File: src/rtl/lsu_pkg.sv
// lsu_pkg: shared size codes and FSM state encoding for the load/store unit
package lsu_pkg;
    localparam logic [2:0] LSU_B  = 3'b000;
    localparam logic [2:0] LSU_H  = 3'b001;
    localparam logic [2:0] LSU_W  = 3'b010;
    localparam logic [2:0] LSU_BU = 3'b100;
    localparam logic [2:0] LSU_HU = 3'b101;
    typedef enum logic [1:0] {S_IDLE, S_REQ, S_WAIT, S_DONE} state_t;
endpackage

File: src/rtl/lsu_fmt.sv
// lsu_fmt: store lane/strobe generation, fault detection and load extract/extend
module lsu_fmt
    import lsu_pkg::*;
#(
    parameter int DATA_W = 32
) (
    input  logic [2:0]          funct3,
    input  logic                store,
    input  logic [1:0]          off,
    input  logic [DATA_W-1:0]   rs2,
    input  logic [2:0]          ld_funct3,
    input  logic [1:0]          ld_off,
    input  logic [DATA_W-1:0]   rdata,
    output logic [DATA_W-1:0]   wdata,
    output logic [DATA_W/8-1:0] wstrb,
    output logic [DATA_W-1:0]   ldata,
    output logic                fault
);
    logic illegal, misaligned, sx;
    logic [7:0]  b;
    logic [15:0] h;

    assign illegal    = store ? !(funct3 inside {LSU_B, LSU_H, LSU_W})
                              : !(funct3 inside {LSU_B, LSU_H, LSU_W, LSU_BU, LSU_HU});
    assign misaligned = ((funct3 == LSU_H || funct3 == LSU_HU) && off[0]) ||
                        (funct3 == LSU_W && off != 2'b00);
    assign fault      = illegal | misaligned;

    assign wstrb = !store           ? '0 :
                   funct3 == LSU_B  ? (DATA_W/8)'(1) << off :
                   funct3 == LSU_H  ? (DATA_W/8)'(3) << off : '1;
    assign wdata = funct3 == LSU_B  ? DATA_W'(rs2[7:0]) << {off, 3'b000} :
                   funct3 == LSU_H  ? DATA_W'(rs2[15:0]) << {off, 3'b000} : rs2;

    assign b     = rdata[{ld_off, 3'b000} +: 8];
    assign h     = rdata[{ld_off[1], 4'b0000} +: 16];
    assign sx    = ld_funct3 == LSU_B || ld_funct3 == LSU_H;
    assign ldata = (ld_funct3 == LSU_B || ld_funct3 == LSU_BU) ? {{(DATA_W-8){sx & b[7]}}, b} :
                   (ld_funct3 == LSU_H || ld_funct3 == LSU_HU) ? {{(DATA_W-16){sx & h[15]}}, h} : rdata;
endmodule

File: src/rtl/lsu.sv
// lsu: single-transaction load/store unit with valid/ready memory bus
module lsu
    import lsu_pkg::*;
#(
    parameter int ADDR_W = 32,
    parameter int DATA_W = 32
) (
    input  logic                i_clk,
    input  logic                i_rst,
    input  logic                i_exu_valid,
    output logic                o_lsu_ready,
    input  logic                i_idu_load,
    input  logic                i_idu_store,
    input  logic [2:0]          i_idu_funct3,
    input  logic [ADDR_W-1:0]   i_exu_addr,
    input  logic [DATA_W-1:0]   i_idu_rs2_data,
    output logic                o_mem_req_valid,
    input  logic                i_mem_req_ready,
    output logic [ADDR_W-1:0]   o_mem_addr,
    output logic                o_mem_wen,
    output logic [DATA_W-1:0]   o_mem_wdata,
    output logic [DATA_W/8-1:0] o_mem_wstrb,
    input  logic                i_mem_rsp_valid,
    input  logic [DATA_W-1:0]   i_mem_rdata,
    output logic                o_lsu_valid,
    output logic [DATA_W-1:0]   o_lsu_rdata,
    output logic                o_lsu_fault
);
    state_t state, state_n;
    logic [ADDR_W-1:0]   addr_q;
    logic [2:0]          f3_q;
    logic                store_q, fault_q, accept, f_fault;
    logic [DATA_W-1:0]   wdata_q, rdata_q, f_wdata, f_ldata;
    logic [DATA_W/8-1:0] wstrb_q, f_wstrb;

    assign accept = state == S_IDLE && i_exu_valid && (i_idu_load || i_idu_store);

    lsu_fmt #(.DATA_W(DATA_W)) u_fmt (
        .funct3    (i_idu_funct3),
        .store     (i_idu_store),
        .off       (i_exu_addr[1:0]),
        .rs2       (i_idu_rs2_data),
        .ld_funct3 (f3_q),
        .ld_off    (addr_q[1:0]),
        .rdata     (i_mem_rdata),
        .wdata     (f_wdata),
        .wstrb     (f_wstrb),
        .ldata     (f_ldata),
        .fault     (f_fault)
    );

    // state register
    always_ff @(posedge i_clk) begin
        if (i_rst) state <= S_IDLE;
        else       state <= state_n;
    end

    // next-state: faults skip the bus and complete straight away
    always_comb begin
        state_n = state;
        if (accept)                                  state_n = f_fault ? S_DONE : S_REQ;
        else if (state == S_REQ && i_mem_req_ready)  state_n = S_WAIT;
        else if (state == S_WAIT && i_mem_rsp_valid) state_n = S_DONE;
        else if (state == S_DONE)                    state_n = S_IDLE;
    end

    // request latches on accept, result latch on response
    always_ff @(posedge i_clk) begin
        if (i_rst) begin
            addr_q  <= '0;
            f3_q    <= '0;
            store_q <= 1'b0;
            wdata_q <= '0;
            wstrb_q <= '0;
            fault_q <= 1'b0;
            rdata_q <= '0;
        end else begin
            if (accept) begin
                addr_q  <= i_exu_addr;
                f3_q    <= i_idu_funct3;
                store_q <= i_idu_store;
                wdata_q <= f_wdata;
                wstrb_q <= f_wstrb;
                fault_q <= f_fault;
                if (f_fault) rdata_q <= '0;
            end
            if (state == S_WAIT && i_mem_rsp_valid) rdata_q <= store_q ? '0 : f_ldata;
        end
    end

    assign o_lsu_ready     = state == S_IDLE;
    assign o_mem_req_valid = state == S_REQ;
    assign o_mem_addr      = {addr_q[ADDR_W-1:2], 2'b00};
    assign o_mem_wen       = store_q;
    assign o_mem_wdata     = wdata_q;
    assign o_mem_wstrb     = wstrb_q;
    assign o_lsu_valid     = state == S_DONE;
    assign o_lsu_fault     = fault_q && state == S_DONE;
    assign o_lsu_rdata     = rdata_q;
endmodule

File: config.mk
export PLATFORM = sky130hd
export DESIGN_NAME = lsu
export DESIGN_NICKNAME = d
export VERILOG_FILES = /design/src/rtl/lsu_pkg.sv /design/src/rtl/lsu_fmt.sv /design/src/rtl/lsu.sv
export SDC_FILE = /design/constraint.sdc
export NUM_CORES = 1
export LEC_CHECK = 0
export CORE_MARGIN = 5
export CORE_UTILIZATION = 25
export DETAILED_ROUTE_END_ITERATION = 6
export PLACE_DENSITY = 0.54
export SYNTH_ARGS = -nofsm -noshare
export SYNTH_HDL_FRONTEND = slang
export SYNTH_HIERARCHICAL = 1
export SYNTH_SLANG_ARGS = --single-unit
File: constraint.sdc
create_clock -name i_clk -period 2.4 [get_ports i_clk]
set_clock_uncertainty 0.05 [all_clocks]
set_input_delay 0.48 -clock i_clk [delete_from_list [all_inputs] [get_ports i_clk]]
set_output_delay 0.48 -clock i_clk [all_outputs]
set_load 0.01 [all_outputs]
Word-level counts from Yosys, hierarchy flattened. Cells that the tools add are included.

Equality and inequality tests: 10. Multiplexer cells: 17. Bitwise operators: 3. Shifts and indexed selects: 6. Reductions and logical operators: 25.

Operator list (number): $mux W32 (8); $shiftx A32 B6 Y16 (1); $shiftx A32 B6 Y8 (1); $shl A16 B5 Y32 (1); $shl A8 B5 Y32 (1); $eq A3 B3 Y1 const B (4); $mux W4 (3); $mux W2 (5); $logic_and A1 B1 Y1 (7); $eq A3 B1 Y1 const B (2); $logic_not A3 Y1 (2); $logic_or A1 B1 Y1 (6); $reduce_bool A2 Y1 (3); $reduce_bool A5 Y1 (1); $eq A2 B2 Y1 const B (2); $reduce_bool A4 Y1 (1); $shl A1 B2 Y4 const A (1); $shl A2 B2 Y4 const A (1); $eq A3 B2 Y1 const B (1); $reduce_bool A3 Y1 (1); $and A1 B1 Y1 (2); $eq A2 B1 Y1 const B (1); $logic_not A1 Y1 (2); $logic_not A2 Y1 (1); 3 further kinds (3).

Register bits after elaboration: 107. Bits of input ports: 106. Output and inout bits: 105.

Longest topological paths before layout.
Word-level depth: 8. Depth in mapped cells: 9. Mapped depth without buffers: 8.

By module. The synthesis kept the hierarchy.

Modules (own cells, without submodules): lsu (cells an instance 454, times used 1, seq. area each 2142.1 sq um, area an instance 4401.7 sq um); lsu_fmt (cells an instance 206, times used 1, seq. area each 0.0 sq um, area an instance 1488.9 sq um).

Worst setup path before layout. OpenSTA, ideal clock, no wires.

Kind: in2reg. Start point: input i_exu_addr[1]. End point: register rdata_q[1], in the netlist o_lsu_rdata[1]. Buffers on the path: 1. Stages on the path: 9. Required time: 2.291 ns. Data arrival time: 1.779 ns. Slack: 0.512 ns. Path through: inv_1 ha_1 inv_1 o21ai_0 nand3_1 nor3b_2 a211oi_4 buf_6 a22o_1.

Word-level cells in the longest chain between the ends: 6.

RTL lines: from (decl) (line lsu.sv:15) `input logic [ADDR_W-1:0] i_exu_addr,`; $reduce_bool A2 Y1 (line lsu_fmt.sv:26) `(funct3 == LSU_W && off != 2'b00);`; $logic_and A1 B1 Y1 (line lsu_fmt.sv:26); $logic_or A1 B1 Y1 (line lsu_fmt.sv:25) `assign misaligned = ((funct3 == LSU_H || funct3 == LSU_HU) && off[0]) ||`; $or A1 B1 Y1 (line lsu_fmt.sv:27) `assign fault = illegal | misaligned;`; net f_fault (line lsu.sv:32) `logic store_q, fault_q, accept, f_fault;`; $reduce_bool A2 Y1 (no source line); $reduce_and A2 Y1 (no source line); to (signal assigned) (line lsu.sv:87) `if (state == S_WAIT && i_mem_rsp_valid) rdata_q <= store_q ? '0 : f_ldata;`; to (decl) (line lsu.sv:33) `logic [DATA_W-1:0] wdata_q, rdata_q, f_wdata, f_ldata;`.

The timed path passes the listed nets, and every way through them passes these cells. A chain may end at the register's enable or synchronous reset.

Worst setup path in the final report.
Start point: register state[1]. End point: output o_lsu_ready.

Word-level cells in the longest chain between the ends: 1.

RTL lines: from (decl) (line lsu.sv:29) `state_t state, state_n;`; from (signal assigned) (line lsu.sv:55) `else state <= state_n;`; $logic_not A2 Y1 (line lsu.sv:91) `assign o_lsu_ready = state == S_IDLE;`; to (decl) (line lsu.sv:11) `output logic o_lsu_ready,`.

No other way between the ends.

==> flow_metrics.py <==
metrics = {
    "layout": {
        "layout_commonest_cell": "clkdlybuf4s50_1",
        "finish.utilization_pct": 35.7,
        "stdcell_count": 1135,
        "antenna_cells": 0,
        "fin_area_um2": 8320,
        "nets": 921,
        "drive_gt1_share_pct": 13.5,
        "mostFrequentLayoutCells": "207 x clkdlybuf4s50_1, 107 x dfxtp_1, 90 x o21ai_0",
        "syn_to_final_growth_pct": 41.2,
    },
    "cts": {
        "root_buffer": "clkbuf_16",
        "clk_path_buf_depth": 2,
        "post_cts_resized": 0,
        "clock_latency_ps": 350,
        "hold_buffers": 0,
        "cts_tree": "yes",
        "cts.sinks": 107,
        "post_cts_buffers": 0,
        "htreeDepth": 3,
        "cts_inserted_buffers": 9,
        "clk_pin_slew_worst_paths_ps": 80,
    },
    "route": {
        "drt_pre_antenna_iters": 5,
        "wl_per_cell_um": 18.8,
        "drt_iter0_markers": 362,
        "drc": 0,
        "dr_total_vias": 5644,
        "ant_nets": 0,
        "post_drt_via_cell_ratio": 4.97,
        "totalWireLength_mm": 21.4,
    },
    "placed_design": {
        "gp_congestion": 0.837,
        "dpl.hpwl_mm": 15.1,
        "dp.cells": 1119,
        "portBuffers": 208,
        "placed_area_um2": 8000,
    },
    "synth": {
        "synth_area_leaders": "dfxtp_1 36%, o21ai_0 7.6%, a21oi_1 6.5%, a22o_1 5.9%, nand3_2 5.1%",
        "ys_seq_area_share_pct": 36.4,
        "synth-seq-cells": 107,
        "yosysTopAreaCellShare_pct": 36.4,
        "postSynthCellCount": 660,
        "yosysWarnings": 6,
        "yosys.area.top_type": "dfxtp_1",
        "synth_area_um2": 5890,
        "synth.avg_cell_area_um2": 8.93,
        "synthDistinctLibCells": 46,
    },
    "power": {
        "power_mw": 5.01,
        "leakagePower_nw": 2.93,
        "power.density_nw_per_um2": 602,
        "ir_worst_vdd_uv": 332,
    },
    "worst_setup_path": {
        "arrival_ps": 1770,
        "cp_max_fo": 8,
        "worstSetupStartpointType": "flop",
        "critPathCaptureType": "primary output",
        "worstPathRequired_ps": 1870,
        "critical_path_class": "flop to primary output",
        "reg2reg_depth": 4,
    },
    "grt": {
        "grt_pass1_wl_mm": 32.2,
        "grt_overflow": 0,
        "grt_start_max_net_pins": 74,
        "grt_pass1_vias": 5387,
        "antenna_found_initial": 2,
        "grt_usage_pct": 15.4,
    },
    "sta": {
        "finalSetupViolations": 0,
        "final.min_clock_period_ps": 2300,
        "hold_viol": 0,
        "tightest_slew_ps": 731,
        "post-route-period-util_pct": 95.7,
        "slew_viol_final": 0,
        "rsz0062_at_grt": "false",
        "slew_headroom_pct": 51.3,
        "hold_ws_ps": 426,
        "fmaxAchievable_mhz": 436,
    },
    "flow_run": {
        "max-cap-violations": 0,
    },
    "die": {
        "io_pins": 211,
        "die_w_um": 164,
        "initial_core_util_pct": 25.2,
        "core_area_um2": 23300,
        "core.rowCount": 56,
        "die_area_um2": 26700,
        "fp.dieH_um": 164,
    },
    "hold_path": {
        "min_path_type": "flop to flop",
        "holdPathStages": 2,
    },
    "status": {
        "status": "finished, final reports clean",
    },
}
cells in the mapped netlist, drive strengths merged:
cell,instances
a211oi,1
a22oi,8
a31oi,2
and3,11
nor3b,3
a221o,24
a21oi,87
mux2,1
nor2,10
nor2b,8
and2b,5
ha,4
o21ai,93
clkbuf,27
dfxtp,107
nand2,20
or2,4
conb,1
and3b,1
o22ai,8
o21a,1
nand2b,3
a22o,40
a311oi,8
mux4,8
nand3,73
nand3b,1
buf,72
nor3,2
and2,9
inv,15
mux2i,3
stage by stage:
stage	TNS, ps	setup slack (ps)
6_report	0	104
5_1_grt	0	51.8
4_1_cts	0	58.2
3_5_place_dp	-355	-29.6
3_3_place_gp	-218	-8.91
2_1_floorplan	0	512
logic make-up after synthesis:
family / count (synthesis) / share of synthesized area [%]
AO/OA/AOI/OAI: 272 / 29.9
adder cells (fa/ha/maj): 4 / 0.850
buffers and inverters: 114 / 12.7
flip-flops: 107 / 36.4
multiplexers: 12 / 3.82
other: 1 / 0.0637
AND/OR/NAND/NOR: 150 / 16.3
worst max-delay path, cell delays in order, from the launching register on:
cell	delay (ps)
dfxtp_1	400
or2_2	360
inv_4	70
clkdlybuf4s50_1	580
worst paths after layout:
kind / start / end / slack [ps]
worst max-delay path: state[1] / o_lsu_ready / 100
worst max register to register: state[1] / addr_q[22] / 570
worst min register to register: o_mem_wdata[20] / o_mem_wdata[20] / 430
worst min-delay path: o_mem_wdata[20] / o_mem_wdata[20] / 430
per-layer routing:
metal,up-vias,part of all wire [%],GRT usage [%]
li1,2709,-,-
met1,2684,46,21.7
met2,223,45,23.0
met3,24,8.2,4.77
met4,4,1.2,3.35
met5,-,0.12,0
layout make-up:
type	count	area, µm²
sequential	107	2140
inverter	15	58.8
timing repair buffer	238	2380
multi-input combinational	440	3020
tap	319	399
clock buffer	10	239
clock inverter	6	78.8
fill	2438	15000
sequential cells by signal (all words and copies together), names as in the netlist:
signal and count:
addr_q 32, o_lsu_rdata 32, o_mem_wdata 32, o_mem_wstrb 4, f3_q 3, state 2
fault_q 1, o_mem_wen 1
power by group:
group / switching (mW) / internal [mW]
Combinational: 0.750 / 0.669
Sequential: 0.0696 / 1.89
Clock: 0.764 / 0.865
Note: power is estimated with default switching activity, not from simulation.
